--- config.mk ---
export PLATFORM = sky130hd
export DESIGN_NAME = prbs_tap_sel
export DESIGN_NICKNAME = d
export VERILOG_FILES = /design/src/rtl/prbs_pkg.sv /design/src/rtl/prbs_tap_sel.sv
export SDC_FILE = /design/constraint.sdc
export NUM_CORES = 1
export LEC_CHECK = 0
export ABC_AREA = 0
export ABC_CLOCK_PERIOD_IN_PS = 1600
export BUFFER_PORTS_ARGS = -buffer_cell sky130_fd_sc_hd__buf_2
export CAP_MARGIN = 20
export CELL_PAD_IN_SITES_DETAIL_PLACEMENT = 0
export CELL_PAD_IN_SITES_GLOBAL_PLACEMENT = 1
export CORE_AREA = 2 2 39 41
export DETAILED_ROUTE_END_ITERATION = 7
export DIE_AREA = 0 0 41 43
export GPL_TIMING_DRIVEN = 0
export PLACE_DENSITY_LB_ADDON = 0.25
export SLEW_MARGIN = 20
export SYNTH_ARGS = -nofsm -noshare
export SYNTH_HDL_FRONTEND = slang
export SYNTH_SLANG_ARGS = --single-unit
--- constraint.sdc ---
create_clock -name vclk -period 1.6
set_input_delay 0.32 -clock vclk [all_inputs]
set_output_delay 0.32 -clock vclk [all_outputs]
set_load 0.02 [all_outputs]
--- src/rtl/prbs_pkg.sv ---
// prbs_pkg: polynomial selection, degree/tap constants and checker states
// shared by both ends of the PRBS link.
package prbs_pkg;

    typedef enum logic [1:0] {
        MODE_PRBS7  = 2'd0,
        MODE_PRBS9  = 2'd1,
        MODE_PRBS15 = 2'd2,
        MODE_PRBS31 = 2'd3
    } prbs_mode_e;

    typedef enum logic [1:0] {
        ST_SEED,
        ST_HUNT,
        ST_LOCKED
    } chk_state_e;

    localparam int HIST_W = 31;

    localparam logic [4:0] DEG_PRBS7  = 5'd7;
    localparam logic [4:0] DEG_PRBS9  = 5'd9;
    localparam logic [4:0] DEG_PRBS15 = 5'd15;
    localparam logic [4:0] DEG_PRBS31 = 5'd31;

    localparam logic [4:0] TAPB_PRBS7  = 5'd6;
    localparam logic [4:0] TAPB_PRBS9  = 5'd5;
    localparam logic [4:0] TAPB_PRBS15 = 5'd14;
    localparam logic [4:0] TAPB_PRBS31 = 5'd28;

    // The leading tap of every supported polynomial equals its degree.
    function automatic logic [4:0] mode_degree(input prbs_mode_e m);
        return (m == MODE_PRBS7)  ? DEG_PRBS7  :
               (m == MODE_PRBS9)  ? DEG_PRBS9  :
               (m == MODE_PRBS15) ? DEG_PRBS15 : DEG_PRBS31;
    endfunction

    function automatic logic [4:0] mode_tap_b(input prbs_mode_e m);
        return (m == MODE_PRBS7)  ? TAPB_PRBS7  :
               (m == MODE_PRBS9)  ? TAPB_PRBS9  :
               (m == MODE_PRBS15) ? TAPB_PRBS15 : TAPB_PRBS31;
    endfunction

endpackage

--- src/rtl/prbs_tap_sel.sv ---
// prbs_tap_sel: predicts the next stream bit from the received history and
// reports the degree of the selected polynomial.
module prbs_tap_sel
    import prbs_pkg::*;
(
    input  prbs_mode_e        mode,
    input  logic [HIST_W-1:0] hist,
    output logic              exp_bit,
    output logic [4:0]        degree
);

    logic [4:0] tap_b;

    always_comb begin
        degree  = mode_degree(mode);
        tap_b   = mode_tap_b(mode);
        exp_bit = hist[degree - 5'd1] ^ hist[tap_b - 5'd1];
    end

endmodule

==> impl_metrics.sql, run 1 <==
INSERT INTO impl_metrics (metric_group, metric, value, unit) VALUES
('final_layout', 'antenna_cells', '0', ''),
('grt', 'gr_usage_total', '3.82', '%'),
('grt', 'grt_start_max_net_pins', '6', ''),
('worst_setup_path', 'critical_path.max_fanout', '5', ''),
('sta', 'hold_slack', '0.967', 'ns'),
('floorplan', 'width_of_the_die', '41', 'um'),
('placement', 'gp_congestion', '0.614', ''),
('final_layout', 'area_delta_synth_final', '117', '%'),
('power_and_ir_drop', 'power_density', '329', 'nW/um2'),
('job', 'timing.max_cap.violations', '0', ''),
('worst_setup_path', 'start_kind', 'input pin', ''),
('placement', 'numPortBuffers', '15', ''),
('final_layout', 'layout-drive-gt1-share', '87.5', '%'),
('sta', 'fmax', '0.648', 'GHz'),
('sta', 'fin_crit_sh', '96.5', '%'),
('final_layout', 'num-nets-final', '59', ''),
('power_and_ir_drop', 'p_leak', '0.101', 'nW'),
('logic_synthesis', 'synthesis.area', '93.8', 'um2'),
('logic_synthesis', 'synth.top_cell.area_share', '48.0', '%'),
('logic_synthesis', 'synth.yosys.warnings', '0', ''),
('logic_synthesis', 'yosys.cell_types.count', '7', ''),
('final_layout', 'total_non_filler_cell_area_in_the_finished_layout', '204', 'um2'),
('logic_synthesis', 'mappedNetlistNets', '42', ''),
('logic_synthesis', 'post-synth-top-area-cell', 'mux4_2', ''),
('worst_setup_path', 'critPathCaptureType', 'output port', ''),
('floorplan', 'die-height', '43', 'um'),
('sta', 'finalSetupViolations', '0', ''),
('final_layout', 'area.sequential', '0', 'um2'),
('drt', 'drt-total-wl', '332', 'um'),
('logic_synthesis', 'synthCells', '9', ''),
('final_layout', 'multi_input_gate_area_in_the_final_layout', '78.8', 'um2'),
('final_layout', 'flip_flop_and_latch_count', '0', ''),
('worst_setup_path', 'timing_worst_setup_path_type', 'input pin to output port', ''),
('grt', 'grt_pass1_wl', '496', 'um'),
('logic_synthesis', 'synth.top_cells.by_count', '2 x buf_4, 2 x mux4_2', ''),
('drt', 'final_routed_drc_violation_total', '0', ''),
('floorplan', 'rows', '14', ''),
('floorplan', 'dieArea', '1760', 'um2'),
('cts', 'cts_hold_buf', '0', ''),
('logic_synthesis', 'synth_area_per_cell', '10.4', 'um2'),
('drt', 'via_per_inst', '3.18', ''),
('floorplan', 'design.portCount', '39', ''),
('drt', 'initialDrtViolationCount', '0', ''),
('drt', 'postRouteAntennaNets', '0', ''),
('sta', 'rsz0062_at_grt', 'false', ''),
('floorplan', 'floorplan.initialDensity', '6.78', '%'),
('grt', 'grt_antenna_before_repair', '0', ''),
('hold_path', 'min-delay-start', 'mode[1]', ''),
('grt', 'overflow_left_after_global_routing', '0', ''),
('hold_path', 'min_path_type', 'input pin to output port', ''),
('worst_setup_path', 'crit_required', '1.28', 'ns'),
('drt', 'wl_per_cell', '8.30', 'um'),
('drt', 'detailroute.via_count', '127', ''),
('hold_path', 'hold-path-endpoint', 'degree[3]', ''),
('logic_synthesis', 'synthTopCellsByArea', 'mux4_2 48%, buf_4 16%, xor2_1 9.3%', ''),
('hold_path', 'instance_count_along_the_most_critical_hold_path', '3', ''),
('logic_synthesis', 'synth_seq_area_share', '0', '%'),
('grt', 'grt_pass1_vias', '124', ''),
('sta', 'min_period', '1.54', 'ns'),
('worst_setup_path', 'worst-endpoint-arrival', '1.22', 'ns'),
('drt', 'drtPass1Iterations', '1', ''),
('outcome', 'status', 'completed', ''),
('sta', 'finalMaxSlewViolations', '0', ''),
('final_layout', 'final.fill_count', '156', ''),
('final_layout', 'fin_util', '14.7', '%'),
('final_layout', 'clock_buffer_count', '0', ''),
('sta', 'final_hold_viol_count', '0', ''),
('placement', 'place_area', '189', 'um2'),
('floorplan', 'fp.coreArea', '1380', 'um2'),
('power_and_ir_drop', 'vdd.ir_drop.worst', '0.0866', 'mV');
==> area by class of cell <==
type / instances / share of cell area, %
Buffer: 2 / 7.36
Timing Repair Buffer: 15 / 44.2
Multi-Input combinational cell: 7 / 38.7
Tap cell: 16 / 9.82
==> layout by cell type, fill, tap and decap left out <==
master,instances
or2_2,1
buf_6,2
and2_2,1
mux4_2,2
or2b_1,1
xor2_1,1
conb_1,1
buf_2,12
buf_4,3
==> worst max-delay path: stages <==
cell and delay [ns]:
buf_6 0.09, mux4_2 0.49, xor2_1 0.17, buf_4 0.15
==> worst max path at each step <==
stage | start | endpoint | slack [ns] | cells after the start
after global routing | mode[0] | exp_bit | 0.01 | 4
after global placement | mode[0] | exp_bit | -0.0002 | 4
after floorplan | mode[0] | exp_bit | 0.1 | 2
after CTS | mode[0] | exp_bit | 0.01 | 4
final | mode[0] | exp_bit | 0.06 | 4
after detailed placement | mode[0] | exp_bit | -0.02 | 4
==> metrics by stage <==
step	std cells	total power, mW	worst slack (ns)	setup TNS, ns
after floorplan	9	0.0366	0.0950	0
after global placement	40	0.0609	-0.000195	-0.000195
after detailed placement	40	0.0618	-0.0193	-0.0193
after CTS	40	0.0657	0.0104	0
after global routing	40	0.0725	0.0126	0
final	40	0.0671	0.0557	0
==> logic make-up (layout without fill, tap and decap cells) <==
group | Yosys count | after routing | synth area share [%]
buffers and inverters | 2 | 17 | 16.0
AND/OR/NAND/NOR | 3 | 3 | 22.7
XOR/XNOR | 1 | 1 | 9.34
other | 1 | 1 | 4.00
multiplexers | 2 | 2 | 48.0
==> where the power goes <==
part           internal [mW]  switching [mW]
clock network              0               0
logic                 0.0368          0.0303
registers                  0               0
==> layer usage <==
| layer | track usage, % | part of all wire [%] |
|---|---|---|
| met5 | 0 | 0 |
| met4 | 0 | 0 |
| met3 | 3.14 | 36 |
| met2 | 4.69 | 26 |
| met1 | 5.47 | 37 |
==> timing repair <==
item / 4_1_cts / 5_1_grt
gates resized for setup: 2 / 3
setup endpoints to repair: 1 / 1
pin swaps: 1 / 1
cloned: 0 / 0
buffers inserted: 0 / 0
Note: power is estimated with default switching activity, not from simulation.
==> run 2, diff against run 1 <==
==> constraint.sdc (replaced) <==
create_clock -name vclk -period 1.6
set_input_delay 0.32 -clock vclk [all_inputs]
set_output_delay 0.32 -clock vclk [all_outputs]
set_load 0.05 [all_outputs]
==> run 2 against run 1 <==
- the flow now finishes with violations (negative setup slack)
- die area is the same
- non-clock buffer count grew 2
- combinational power grew 74%
- power grew 74%
- via count grew 2.4%
- wire length grew 7.8%
- worst hold slack improved by 0.090 ns
- global-route usage decreased by 0.71 points
- utilization grew 3.7 points
- final cell count grew 5.0%
- maximum frequency is 4.8% lower
==> impl_metrics.sql, run 2 (synthesized netlist as in run 1, its figures left out) <==
INSERT INTO impl_metrics (metric_group, metric, value, unit) VALUES
('sta', 'finalSetupViolations', '1', ''),
('hold_path', 'instance_count_along_the_most_critical_hold_path', '3', ''),
('sta', 'finalMaxSlewViolations', '0', ''),
('worst_setup_path', 'worst-endpoint-arrival', '1.30', 'ns'),
('power_and_ir_drop', 'p_leak', '0.119', 'nW'),
('worst_setup_path', 'critPathCaptureType', 'output port', ''),
('power_and_ir_drop', 'power.clock.fraction', '0', '%'),
('floorplan', 'width_of_the_die', '41', 'um'),
('outcome', 'failed_checks', 'negative setup slack', ''),
('power_and_ir_drop', 'switching_share', '55.7', '%'),
('outcome', 'status', 'complete, but fails checks', ''),
('sta', 'min_period', '1.62', 'ns'),
('final_layout', 'num-nets-final', '61', ''),
('floorplan', 'rows', '14', ''),
('power_and_ir_drop', 'power_density', '458', 'nW/um2'),
('final_layout', 'clock_buffer_count', '0', ''),
('drt', 'detailroute.via_count', '130', ''),
('power_and_ir_drop', 'vdd.ir_drop.worst', '0.0771', 'mV'),
('job', 'timing.max_cap.violations', '0', ''),
('sta', 'fin_crit_sh', '101', '%'),
('worst_setup_path', 'cpLargestDelayFamily', 'multiplexers', ''),
('worst_setup_path', 'crit_required', '1.28', 'ns'),
('worst_setup_path', 'cp_slowest_cell', 'mux4_2', ''),
('drt', 'final_routed_drc_violation_total', '0', ''),
('power_and_ir_drop', 'power.total', '0.117', 'mW'),
('floorplan', 'design.portCount', '39', ''),
('worst_setup_path', 'critical_path.max_fanout', '4', ''),
('final_layout', 'area_delta_synth_final', '172', '%'),
('placement', 'gp_congestion', '0.418', ''),
('cts', 'cts_hold_buf', '0', ''),
('drt', 'via_per_inst', '3.10', ''),
('hold_path', 'min-delay-start', 'mode[0]', ''),
('drt', 'drt-total-wl', '358', 'um'),
('drt', 'drtPass1Iterations', '1', ''),
('floorplan', 'dieArea', '1760', 'um2'),
('power_and_ir_drop', 'p_int', '0.0518', 'mW'),
('sta', 'fmax', '0.617', 'GHz'),
('floorplan', 'die-height', '43', 'um'),
('drt', 'initialDrtViolationCount', '0', ''),
('final_layout', 'area.sequential', '0', 'um2'),
('final_layout', 'layout.cells.most_common_list', '11 x buf_2, 4 x buf_4, 2 x mux4_2, 2 x buf_8, 2 x buf_6', ''),
('floorplan', 'fp.coreArea', '1380', 'um2'),
('sta', 'final_hold_viol_count', '0', ''),
('hold_path', 'hold-path-endpoint', 'degree[3]', ''),
('worst_setup_path', 'crit_chain', 'buf_8 > mux4_2 > xor2_4 > buf_6', ''),
('grt', 'overflow_left_after_global_routing', '0', ''),
('final_layout', 'flip_flop_and_latch_count', '0', ''),
('power_and_ir_drop', 'netSwitchingPower', '0.0651', 'mW'),
('floorplan', 'floorplan.initialDensity', '6.78', '%'),
('sta', 'rsz0062_at_grt', 'true', ''),
('grt', 'gr_usage_total', '3.10', '%'),
('sta', 'hold_slack', '1.06', 'ns'),
('worst_setup_path', 'timing.critical_path.buf_inv', '2', ''),
('grt', 'grt_antenna_before_repair', '0', ''),
('drt', 'wl_per_cell', '8.52', 'um'),
('sta', 'final_critical_path_setup_slack', '-0.0218', 'ns'),
('grt', 'grt_start_max_net_pins', '6', ''),
('worst_setup_path', 'timing_worst_setup_path_type', 'input pin to output port', ''),
('final_layout', 'final.fill_count', '159', ''),
('final_layout', 'layout-drive-gt1-share', '92.3', '%'),
('grt', 'grt_pass1_vias', '107', ''),
('worst_setup_path', 'start_kind', 'input pin', ''),
('power_and_ir_drop', 'part_of_the_total_power_dissipated_in_combinational_logic', '100.0', '%'),
('hold_path', 'min_path_type', 'input pin to output port', ''),
('placement', 'numPortBuffers', '15', ''),
('power_and_ir_drop', 'seq_power_share', '0', '%'),
('drt', 'postRouteAntennaNets', '0', ''),
('grt', 'grt_pass1_wl', '400', 'um'),
('worst_setup_path', 'crit_path_max_incr_delay', '0.55', 'ns'),
('final_layout', 'layout.cells.most_common', 'buf_2', ''),
('final_layout', 'antenna_cells', '0', '');
[run 2: what timing repair did]
item | 4_1_cts | 5_1_grt
endpoints found under the setup margin | 1 | 1
pin swaps | 1 | 1
buffers inserted | 1 | 1
gates resized for setup | 7 | 2
[run 2: power by group through the flow]
stage	Sequential (mW)	Clock [mW]	Combinational, mW
after detailed placement	0	0	0.100
after CTS	0	0	0.114
final	0	0	0.117
after global placement	0	0	0.0987
after floorplan	0	0	0.0742
after global routing	0	0	0.123
[run 2: worst max-delay path by stage]
stage             from  endpoint  slack, ns  cells after the start
2_1_floorplan  mode[0]   exp_bit       0.04                      2
3_3_place_gp   mode[0]   exp_bit      -0.18                      4
3_5_place_dp   mode[0]   exp_bit      -0.18                      4
4_1_cts        mode[1]   exp_bit      -0.03                      4
5_1_grt        mode[0]   exp_bit      -0.05                      4
6_report       mode[0]   exp_bit      -0.02                      4
[run 2: final cells by class]
class / count / area, um2 / area share, %
Timing Repair Buffer: 17 / 123 / 48.0
Multi-Input combinational cell: 7 / 97.6 / 38.2
Buffer: 2 / 15.0 / 5.88
Tap cell: 16 / 20.0 / 7.84
[run 2: metrics by stage]
stage          utilization [%]  cell area, um2  cells  setup WS [ns]  TNS (ns)
3_3_place_gp              15.0             208     40         -0.178    -0.178
5_1_grt                   18.4             255     42        -0.0513   -0.0513
3_5_place_dp              15.0             208     40         -0.181    -0.181
4_1_cts                   17.4             240     41        -0.0298   -0.0298
2_1_floorplan                -             113      9         0.0355         0
6_report                  18.4             255     42        -0.0218   -0.0218
[run 2: layer usage]
metal  share of wire [%]  GRT usage, %  vias up
met5                   0             0        -
met4                   0             0        0
met3                  16             0        0
met2                  57          7.50       12
met1                  27          2.23       56
li1                    -             -       62
==> run 3, diff against run 2 <==
--- a/config.mk
+++ b/config.mk
@@ -16,6 +16,7 @@
 export DIE_AREA = 0 0 41 43
 export GPL_TIMING_DRIVEN = 0
 export PLACE_DENSITY_LB_ADDON = 0.25
+export RECOVER_POWER = 25
 export SLEW_MARGIN = 20
 export SYNTH_ARGS = -nofsm -noshare
 export SYNTH_HDL_FRONTEND = slang
==> run 3 against run 2 <==
- the run still ends with negative setup slack left
- final cell count did not move
- die area stayed put
- design area decreased by 0.49%
- highest routed layer unchanged
- largest cell class unchanged
- power decreased by 0.25%
- flip-flop and latch count unchanged
- sequential share of layout area unchanged
- non-clock buffer count unchanged
==> impl_metrics.sql, run 3 (synthesized netlist as in run 1, its figures left out) <==
INSERT INTO impl_metrics (metric_group, metric, value, unit) VALUES
('power_and_ir_drop', 'p_leak', '0.116', 'nW'),
('final_layout', 'layout.cells.most_common', 'buf_2', ''),
('final_layout', 'clock_buffer_count', '0', ''),
('final_layout', 'layout-drive-gt1-share', '88.5', '%'),
('worst_setup_path', 'worst-endpoint-arrival', '1.30', 'ns'),
('worst_setup_path', 'crit_path_max_incr_delay', '0.55', 'ns'),
('grt', 'gr_usage_total', '3.10', '%'),
('final_layout', 'antenna_cells', '0', ''),
('worst_setup_path', 'worst-path-stages', '4', ''),
('worst_setup_path', 'timing.critical_path.buf_inv', '2', ''),
('final_layout', 'area.sequential', '0', 'um2'),
('worst_setup_path', 'critPathCaptureType', 'output port', ''),
('power_and_ir_drop', 'vdd.ir_drop.worst', '0.0771', 'mV'),
('grt', 'grt_pass1_wl', '400', 'um'),
('sta', 'finalMaxSlewViolations', '0', ''),
('final_layout', 'final_cells', '42', ''),
('worst_setup_path', 'cp_slowest_cell', 'mux4_2', ''),
('floorplan', 'width_of_the_die', '41', 'um'),
('sta', 'fin_crit_sh', '101', '%'),
('final_layout', 'flip_flop_and_latch_count', '0', ''),
('grt', 'grt_antenna_before_repair', '0', ''),
('outcome', 'failed_checks', 'negative setup slack', ''),
('floorplan', 'floorplan.initialDensity', '6.78', '%'),
('drt', 'drt-total-wl', '360', 'um'),
('drt', 'wl_per_cell', '8.57', 'um'),
('worst_setup_path', 'cpLargestDelayFamily', 'multiplexers', ''),
('job', 'timing.max_cap.violations', '0', ''),
('sta', 'relSlewSlack', '60.5', '%'),
('grt', 'grt_start_max_net_pins', '6', ''),
('hold_path', 'instance_count_along_the_most_critical_hold_path', '3', ''),
('hold_path', 'min_path_type', 'input pin to output port', ''),
('sta', 'fmax', '0.617', 'GHz'),
('drt', 'drtPass1Iterations', '1', ''),
('placement', 'numPortBuffers', '15', ''),
('outcome', 'status', 'complete, but fails checks', ''),
('grt', 'overflow_left_after_global_routing', '0', ''),
('floorplan', 'rows', '14', ''),
('floorplan', 'fp.coreArea', '1380', 'um2'),
('floorplan', 'die-height', '43', 'um'),
('power_and_ir_drop', 'power_density', '459', 'nW/um2'),
('worst_setup_path', 'crit_chain', 'buf_8 > mux4_2 > xor2_4 > buf_6', ''),
('sta', 'rsz0062_at_grt', 'true', ''),
('worst_setup_path', 'critical_path.max_fanout', '4', ''),
('sta', 'final_hold_viol_count', '0', ''),
('final_layout', 'num-nets-final', '61', ''),
('drt', 'initialDrtViolationCount', '0', ''),
('sta', 'worst_slew_pin_slew', '0.595', 'ns'),
('floorplan', 'dieArea', '1760', 'um2'),
('final_layout', 'area_delta_synth_final', '171', '%'),
('floorplan', 'design.portCount', '39', ''),
('sta', 'min_period', '1.62', 'ns'),
('drt', 'postRouteAntennaNets', '0', ''),
('worst_setup_path', 'crit_required', '1.28', 'ns'),
('placement', 'post-place-cells', '40', ''),
('grt', 'grt_pass1_vias', '107', ''),
('drt', 'via_per_inst', '3.10', ''),
('placement', 'gp_congestion', '0.418', ''),
('final_layout', 'layout.cells.most_common_list', '10 x buf_2, 4 x buf_4, 2 x mux4_2, 2 x buf_8, 2 x buf_6', ''),
('sta', 'fin_setup_tns', '-0.0218', 'ns'),
('sta', 'final_critical_path_setup_slack', '-0.0218', 'ns'),
('worst_setup_path', 'start_kind', 'input pin', ''),
('worst_setup_path', 'timing_worst_setup_path_type', 'input pin to output port', ''),
('drt', 'final_routed_drc_violation_total', '0', ''),
('drt', 'detailroute.via_count', '130', ''),
('sta', 'finalSetupViolations', '1', '');
-- run 3: cell count changes in the layout (fill, tap and decap cells not counted), sizes merged --
| cell | previous run | this run |
|---|---|---|
| buf | 19 | 18 |
| clkbuf | 0 | 1 |
-- run 3: layout make-up --
| cell class | count | area [um2] |
|---|---|---|
| repair buffers | 17 | 121 |
| plain buffers | 2 | 15.0 |
| well taps | 16 | 20.0 |
| fillers | 160 | 1130 |
| multi-input cells | 7 | 97.6 |
-- run 3: path summary, 6_finish.rpt --
| path | startpoint | to | slack (ns) |
|---|---|---|---|
| max | mode[0] | exp_bit | -0.02 |
| min | mode[0] | degree[3] | 1.06 |
-- run 3: where the power goes --
part / internal [mW] / switching (mW) / total (mW) / leakage [nW]
Sequential: 0 / 0 / 0 / 0
Clock: 0 / 0 / 0 / 0
Combinational: 0.0514 / 0.0652 / 0.117 / 0.116
Total: 0.0514 / 0.0652 / 0.117 / 0.116
-- run 3: worst min-delay path: stages --
cell,delay [ns]
buf_8,0.08
or2_2,0.09
buf_2,0.25
-- run 3: metal layers --
metal	share of wire, %	GRT usage [%]	routed length [um]	vias to the layer above
li1	-	-	-	62
met2	57	7.50	204	12
met4	0	0	0	0
met5	0	0	0	-
met3	16	0	57	0
met1	27	2.23	98	56
-- run 3: what timing repair did --
action,CTS,global route
gates resized for setup,7,2
buffers inserted,1,1
hold buffers,0,0
pin swaps,1,1
hold endpoints to repair,0,0
setup endpoints to repair,1,1
-- run 3: through the flow --
step                cell area [um2]  setup WS [ns]  power, mW  util (%)  hold slack, ns
floorplan                       113         0.0355     0.0742         -           0.885
global placement                208         -0.178     0.0987      15.0            1.12
detailed placement              208         -0.181      0.100      15.0            1.13
CTS                             240        -0.0298      0.114      17.4            1.10
global route                    254        -0.0513      0.123      18.4            1.08
finish                          254        -0.0218      0.117      18.4            1.06
